===== config.mk =====
export PLATFORM = sky130hd
export DESIGN_NAME = mac_seq
export DESIGN_NICKNAME = d
export VERILOG_FILES = /design/src/rtl/mac_seq.sv
export SDC_FILE = /design/constraint.sdc
export NUM_CORES = 1
export LEC_CHECK = 0
export BUFFER_PORTS_ARGS = -buffer_cell sky130_fd_sc_hd__buf_2
export CAP_MARGIN = 20
export CORE_AREA = 2 2 67 69
export DETAILED_ROUTE_END_ITERATION = 8
export DIE_AREA = 0 0 69 71
export GPL_TIMING_DRIVEN = 1
export SLEW_MARGIN = 5
export SYNTH_ARGS = -nofsm -noshare
export SYNTH_HDL_FRONTEND = slang
export SYNTH_SLANG_ARGS = --single-unit

===== constraint.sdc =====
create_clock -name sys_clk -period 2.1 [get_ports sys_clk]
set_input_delay 0.42 -clock sys_clk [delete_from_list [all_inputs] [get_ports sys_clk]]
set_output_delay 0.42 -clock sys_clk [all_outputs]
set_load 0.005 [all_outputs]

===== src/rtl/mac_seq.sv =====
`default_nettype none
// ============================================================================
// Module   : mac_seq
// Purpose  : Sequences a multiply-accumulate over count operand pairs. It
//            fetches each pair from the register file, drives the arith
//            controls, drains the macop pipeline, then loads the result.
// Revision : 1.0 - initial release
// ============================================================================
module mac_seq #(
  parameter int MAXN = 32
) (
  input  logic       sys_clk,
  input  logic       reset,
  input  logic       start,
  input  logic [5:0] count,
  input  logic       sgn,
  input  logic       hisel,
  input  logic       abort,
  output logic       opreq,
  output logic [5:0] opidx,
  input  logic       opack,
  output logic       macop,
  output logic       multsel,
  output logic       multsign,
  output logic       resld,
  output logic [2:0] ressel,
  output logic       flagld,
  output logic       busy,
  output logic       done
);

  localparam logic [5:0] c_maxn    = 6'(MAXN);
  localparam logic [2:0] c_sel_acc = 3'b011;
  localparam logic [2:0] c_sel_res = 3'b000;

  typedef enum logic [2:0] {
    S_IDLE  = 3'd0,
    S_FETCH = 3'd1,
    S_DRAIN = 3'd2,
    S_FINAL = 3'd3,
    S_DONE  = 3'd4
  } state_t;

  state_t     r_state;
  logic [5:0] r_n;
  logic [5:0] r_count;
  logic       r_sgn;
  logic       r_hisel;
  logic       r_drain;

  logic [5:0] w_n_next;
  logic       w_last;
  logic       w_count_ok;

  assign w_n_next   = r_n + 6'd1;
  assign w_last     = (w_n_next >= r_count);
  assign w_count_ok = (count != 6'd0) && (count <= c_maxn);

  // Every output is registered: control outputs reflect the action taken in
  // the previous cycle, while busy/opreq/opidx track the state being entered.
  always_ff @(posedge sys_clk) begin
    if (reset) begin
      r_state  <= S_IDLE;
      r_n      <= 6'd0;
      r_count  <= 6'd0;
      r_sgn    <= 1'b0;
      r_hisel  <= 1'b0;
      r_drain  <= 1'b0;
      opreq    <= 1'b0;
      opidx    <= 6'd0;
      macop    <= 1'b0;
      multsel  <= 1'b0;
      multsign <= 1'b0;
      resld    <= 1'b0;
      ressel   <= c_sel_res;
      flagld   <= 1'b0;
      busy     <= 1'b0;
      done     <= 1'b0;
    end else begin
      macop    <= 1'b0;
      multsel  <= 1'b0;
      multsign <= 1'b0;
      resld    <= 1'b0;
      ressel   <= c_sel_res;
      flagld   <= 1'b0;
      done     <= 1'b0;

      if (abort && (r_state != S_IDLE)) begin
        r_state <= S_IDLE;
        r_n     <= 6'd0;
        r_drain <= 1'b0;
        opreq   <= 1'b0;
        opidx   <= 6'd0;
        busy    <= 1'b0;
      end else begin
        case (r_state)
          S_IDLE: begin
            if (start) begin
              busy <= 1'b1;
              if (w_count_ok) begin
                r_count <= count;
                r_sgn   <= sgn;
                r_hisel <= hisel;
                r_n     <= 6'd0;
                opreq   <= 1'b1;
                opidx   <= 6'd0;
                r_state <= S_FETCH;
              end else begin
                r_state <= S_DONE;
              end
            end
          end

          S_FETCH: begin
            if (opack) begin
              multsel  <= r_hisel;
              multsign <= r_sgn;
              ressel   <= c_sel_acc;
              if (r_n == 6'd0) begin
                resld <= 1'b1;
              end else begin
                macop <= 1'b1;
              end
              r_n <= w_n_next;
              if (w_last) begin
                opreq   <= 1'b0;
                opidx   <= 6'd0;
                r_drain <= 1'b0;
                // A single term has nothing in the macop pipeline to drain.
                r_state <= (r_count == 6'd1) ? S_FINAL : S_DRAIN;
              end else begin
                opidx <= w_n_next;
              end
            end
          end

          S_DRAIN: begin
            if (r_drain) begin
              r_drain <= 1'b0;
              r_state <= S_FINAL;
            end else begin
              r_drain <= 1'b1;
            end
          end

          S_FINAL: begin
            resld   <= 1'b1;
            ressel  <= c_sel_res;
            flagld  <= 1'b1;
            r_state <= S_DONE;
          end

          S_DONE: begin
            done    <= 1'b1;
            busy    <= 1'b0;
            r_n     <= 6'd0;
            r_state <= S_IDLE;
          end

          default: begin
            r_state <= S_IDLE;
            busy    <= 1'b0;
            opreq   <= 1'b0;
            opidx   <= 6'd0;
          end
        endcase
      end
    end
  end

endmodule
`default_nettype wire


## After elaboration in Yosys (flattened, before gate mapping)

Index checks and enable logic that the tools add are counted.

| operators by class | value |
|---|---|
| $add $sub $neg | 1 |
| bitwise logic cells | 5 |
| mux-type cells | 30 |
| reductions and logical operators | 20 |
| eq/ne operators | 10 |
| magnitude comparators | 2 |

Operators by type and width:

| kind | number |
|---|---|
| $pmux 6 s3 | 2 |
| $mux 6 | 5 |
| $reduce_and 4->1 | 4 |
| $mux 3 | 5 |
| $mux 1 | 12 |
| $pmux 3 s4 | 1 |
| $ne 2x2->1 const B | 5 |
| $reduce_or 3->1 | 3 |
| $add 6x1->6 const B | 1 |
| $eq 3x2->1 const B | 2 |
| $eq 6x1->1 const B | 1 |
| $ge 6x6->1 | 1 |
| $le 6x6->1 const B | 1 |
| $logic_not 6->1 | 1 |
| $pmux 1 s2 | 3 |
| $reduce_bool 3->1 | 2 |
| $reduce_bool 6->1 | 1 |
| $not 1->1 | 5 |
| $reduce_and 5->1 | 1 |
| $reduce_or 4->1 | 1 |
| $eq 3x1->1 const B | 1 |
| $eq 3x3->1 const B | 1 |
| $logic_not 3->1 | 1 |
| $pmux 1 s3 | 1 |
| 6 further kinds | 7 |

| storage, ports and cells | value |
|---|---|
| bits of input ports | 13 |
| output and inout bits | 17 |
| logic and storage cells | 84 |
| register bits | 35 |

## Logic depth before layout (Yosys ltp)

| depth | value |
|---|---|
| word-level depth | 5 |
| depth in mapped cells | 10 |
| depth with buffers taken out | 9 |

## Worst setup path before layout

No wires, ideal clock.

| path | value |
|---|---|
| path type | reg-to-reg |
| start | register r_n[0] |
| end | register opidx[0] |
| library setup time | 70 ps |
| path buffers | 1 |
| stages on the path, launching flop included | 11 |
| data required time | 2,030 ps |
| clock period less this slack | 2,289 ps |
| arrival time | 2,219 ps |
| setup slack | -189 ps |
| cell sequence | dfxtp_1 > ha_1 > nand3_1 > xnor2_1 > ha_1 > a21oi_1 > o211ai_1 > a41oi_1 > clkbuf_1 > o211ai_1 > a21oi_1 |

| on the way | value |
|---|---|
| longest elaborated chain between the ends | 5 |

Ends and longest elaborated chain:

| element | RTL line | source |
|---|---|---|
| from (decl) | 45 | `logic [5:0] r_n;` |
| from (signal assigned) | 124 | `r_n <= w_n_next;` |
| $add 6x1->6 * | 55 | `assign w_n_next = r_n + 6'd1;` |
| $ge 6x6->1 | 56 | `assign w_last = (w_n_next >= r_count);` |
| $mux 6 * | 125 | `if (w_last) begin` |
| $mux 6 * | 115 | `if (opack) begin` |
| $pmux 6 s3 * | 96 | `case (r_state)` |
| to (signal assigned) | 132 | `opidx <= w_n_next;` |
| to (decl) | 20 | `output logic [5:0] opidx,` |

Mark *: on every way between the ends. The rest lies on a longest branch, timed or not. The select of a mux whose other input is x is not followed.
A chain may end at the register's enable or synchronous reset.

## Final worst setup path

| path | value |
|---|---|
| start | register r_n[0] |
| end | register opidx[3] |

The elaborated chain is that of the path after synthesis.

==> results.py <==
metrics = {
    "placement": {
        "gp_congestion": 0.837,
        "port_buffers": 28,
        "dp_hpwl_mm": 2.85,
        "placed_area_mm2": 0.00195,
        "placed_cells": 280,
    },
    "worst_setup_path": {
        "cp_slowest_cell": "dfxtp_2",
        "crit_family": "compound AO/OA/AOI/OAI gates",
        "path_class": "flop to flop",
        "arrival_ns": 2.29,
        "path_cells": "ha_4, xor2_1, ha_1, a21oi_1, o21ai_2, a41oi_2, buf_6, o211ai_1, a21oi_1",
        "start_kind": "flop",
        "crit_buf_inv": 1,
        "critPathMaxFanout": 7,
        "critical_path.most_common_cell": "a21oi_1",
        "critPathRequiredTime_ns": 2.32,
        "cpPeakStageDelay_ns": 0.36,
        "endpoint_kind": "flop",
        "reg2reg_setup_slack_ns": 0.02,
    },
    "layout": {
        "nets": 261,
        "antenna_cells": 0,
        "fillCellCount": 436,
        "areaGrowthSynthToFinish_pct": 34.9,
        "final_cells": 293,
        "register_area_um2": 671,
        "multi_input_area_um2": 971,
        "drive_gt1_frac": 0.373,
        "final_area_mm2": 0.00220,
    },
    "timing": {
        "rsz0062_at_grt": "true",
        "fmax_mhz": 482,
        "finalSetupViolCount": 0,
        "skew_ns": 0.00542,
        "hold_viol": 0,
        "min_period_ns": 2.08,
        "drv_slew": 0,
        "period_share": 0.989,
    },
    "clock_network": {
        "cts_tree": "built",
        "numCtsBuffers": 5,
        "ctsLongestPathBuffers": 2,
        "root_buffer": "clkbuf_8",
        "cts_sinks": 33,
        "cts-htree-levels": 2,
        "path_clk_slew_ns": 0.07,
        "clk_latency_ns": 0.29,
        "hold_buffers": 0,
    },
    "yosys": {
        "yosys_warnings": 0,
        "ys_async_sr_fraction": 0,
        "ys_dominant_reg_cell": "dfxtp_1",
        "synth_area_leaders": "dfxtp_1 (41%), a21oi_1 (8.0%), ha_1 (6.1%), nand2_1 (5.3%), nand3_1 (2.8%)",
        "yosysTopAreaCellShare": 0.406,
        "syn_inst": 191,
        "synth_area_mm2": 0.00163,
        "syn_nets": 212,
        "synth_commonest_cells": "dfxtp_1 (33), a21oi_1 (26), nand2_1 (23)",
        "syn_avg_cell_area_um2": 8.53,
        "yosysMostFrequentCell": "dfxtp_1",
        "ys_seq_area_frac": 0.406,
        "yosysUniqueCellTypes": 45,
        "yosysTopAreaCell": "dfxtp_1",
        "synth_seq_cells": 33,
        "synth_edf_count": 0,
    },
    "drt": {
        "drtPass1Iterations": 4,
        "wire_per_inst_um": 13.6,
        "avgViaCountPerCell": 5.15,
        "postRouteAntennaNets": 0,
        "routed_wl_mm": 4.00,
        "vias": 1508,
        "drc": 0,
        "drt_iter0_markers": 71,
    },
    "power": {
        "power.leakage_nw": 0.937,
        "ir_drop_mv": 0.488,
        "power_density_mw_per_mm2": 760,
    },
    "floorplanning": {
        "rows": 24,
        "fp.dieW_um": 69,
        "die_y_um": 71,
        "ios": 30,
        "die-area_mm2": 0.00490,
        "core_mm2": 0.00420,
        "start_util": 0.387,
    },
    "run": {
        "maxCapViolations": 0,
    },
    "global_routing": {
        "grt_pass1_vias": 1354,
        "grt.overflow.total": 0,
        "grt.total_usage": 0.165,
        "grt_max_degree": 15,
        "grt_pass1_wl_mm": 6.49,
        "antenna_found_initial": 0,
    },
    "hold_path": {
        "min-delay-path-class": "input port to flop",
    },
    "outcome": {
        "outcome": "complete, no violations",
    },
}
## registers in the layout, summed over array words and instances, names as in the netlist
name / cells
multsign: 1
busy: 1
r_count: 6
r_drain: 1
ressel: 1
macop: 1
r_hisel: 1
opidx: 6
multsel: 1
resld: 1
flagld: 1
r_sgn: 1
r_n: 6
done: 1
opreq: 1
r_state: 3
## stage by stage
stage	utilization	worst slack [ns]	TNS (ns)	hold slack (ns)	power (mW)
6_report	0.523	0.0237	0	0.367	1.67
5_1_grt	0.523	-0.0830	-0.317	0.368	1.77
4_1_cts	0.495	-0.000185	-0.000185	0.359	1.66
3_5_place_dp	0.464	-0.0844	-0.848	0.450	1.18
3_3_place_gp	0.464	-0.103	-0.913	0.440	1.17
2_1_floorplan	-	0.00234	0	0.422	1.02
## path summary, 6_finish.rpt
kind / startpoint / cells past startpoint / to
max: r_n[0]$_SDFFE_PP0P_ / 9 / opidx[3]$_SDFFE_PP0P_
min: hisel / 3 / r_hisel$_SDFFE_PP0P_
max reg2reg: r_n[0]$_SDFFE_PP0P_ / 9 / opidx[3]$_SDFFE_PP0P_
min reg2reg: r_hisel$_SDFFE_PP0P_ / 2 / r_hisel$_SDFFE_PP0P_
## power by group
group / internal (mW) / switching, mW
clock network: 0.228 / 0.243
logic: 0.208 / 0.264
registers: 0.670 / 0.0562
## cell usage in the layout, fill, tap and decap left out, types with 3 or more instances in the layout
master and n:
nand2_1 23, nand3_1 7, ha_1 5, buf_4 24, o31ai_1 4, ha_4 3, o211ai_1 6, nor2_1 5
clkbuf_8 5, inv_1 10, nor3_1 5, a21oi_1 25, nor2b_1 4, dfxtp_1 29, o21ai_0 4, buf_2 28
and3_1 5
## area by class of cell
| type | instances | share of cell area |
|---|---|---|
| clock buffers | 5 | 0.0313 |
| clock inverters | 3 | 0.00797 |
| inverters | 11 | 0.0188 |
| multi-input cells | 134 | 0.442 |
| flip-flops and latches | 33 | 0.305 |
| well taps | 52 | 0.0296 |
| repair buffers | 55 | 0.165 |
## per-layer routing
layer / vias to the layer above / global-route usage / wire length [um] / part of all wire
met1: 690 / 0.218 / 1870 / 0.47
met5: - / 0 / 0 / 0
met4: 0 / 0.0654 / 65 / 0.016
li1: 769 / - / - / -
met2: 42 / 0.257 / 1870 / 0.47
met3: 7 / 0.0456 / 190 / 0.048
## tightest hold or removal path, delay by kind of cell
| family | cells | cell delay [ns] |
|---|---|---|
| buffers and inverters | 1 | 0.10 |
| AO/OA/AOI/OAI | 1 | 0.05 |
| AND/OR/NAND/NOR | 1 | 0.04 |
## logic make-up after synthesis
| group | count (synthesis) | share of synthesized area |
|---|---|---|
| AO/OA/AOI/OAI | 54 | 0.224 |
| XOR/XNOR | 4 | 0.0215 |
| adder cells (fa/ha/maj) | 8 | 0.0614 |
| buffers and inverters | 24 | 0.0699 |
| flip-flops | 33 | 0.406 |
| multiplexers | 1 | 0.00614 |
| other | 1 | 0.00230 |
| AND/OR/NAND/NOR | 66 | 0.210 |
## repair_timing
| action | 4_1_cts | 5_1_grt |
|---|---|---|
| pin swaps | 3 | 10 |
| setup endpoints to repair | 9 | 11 |
| resized for setup | 9 | 15 |
| buffers inserted | 2 | 4 |
No activity file was read; power rests on OpenSTA's default activity.
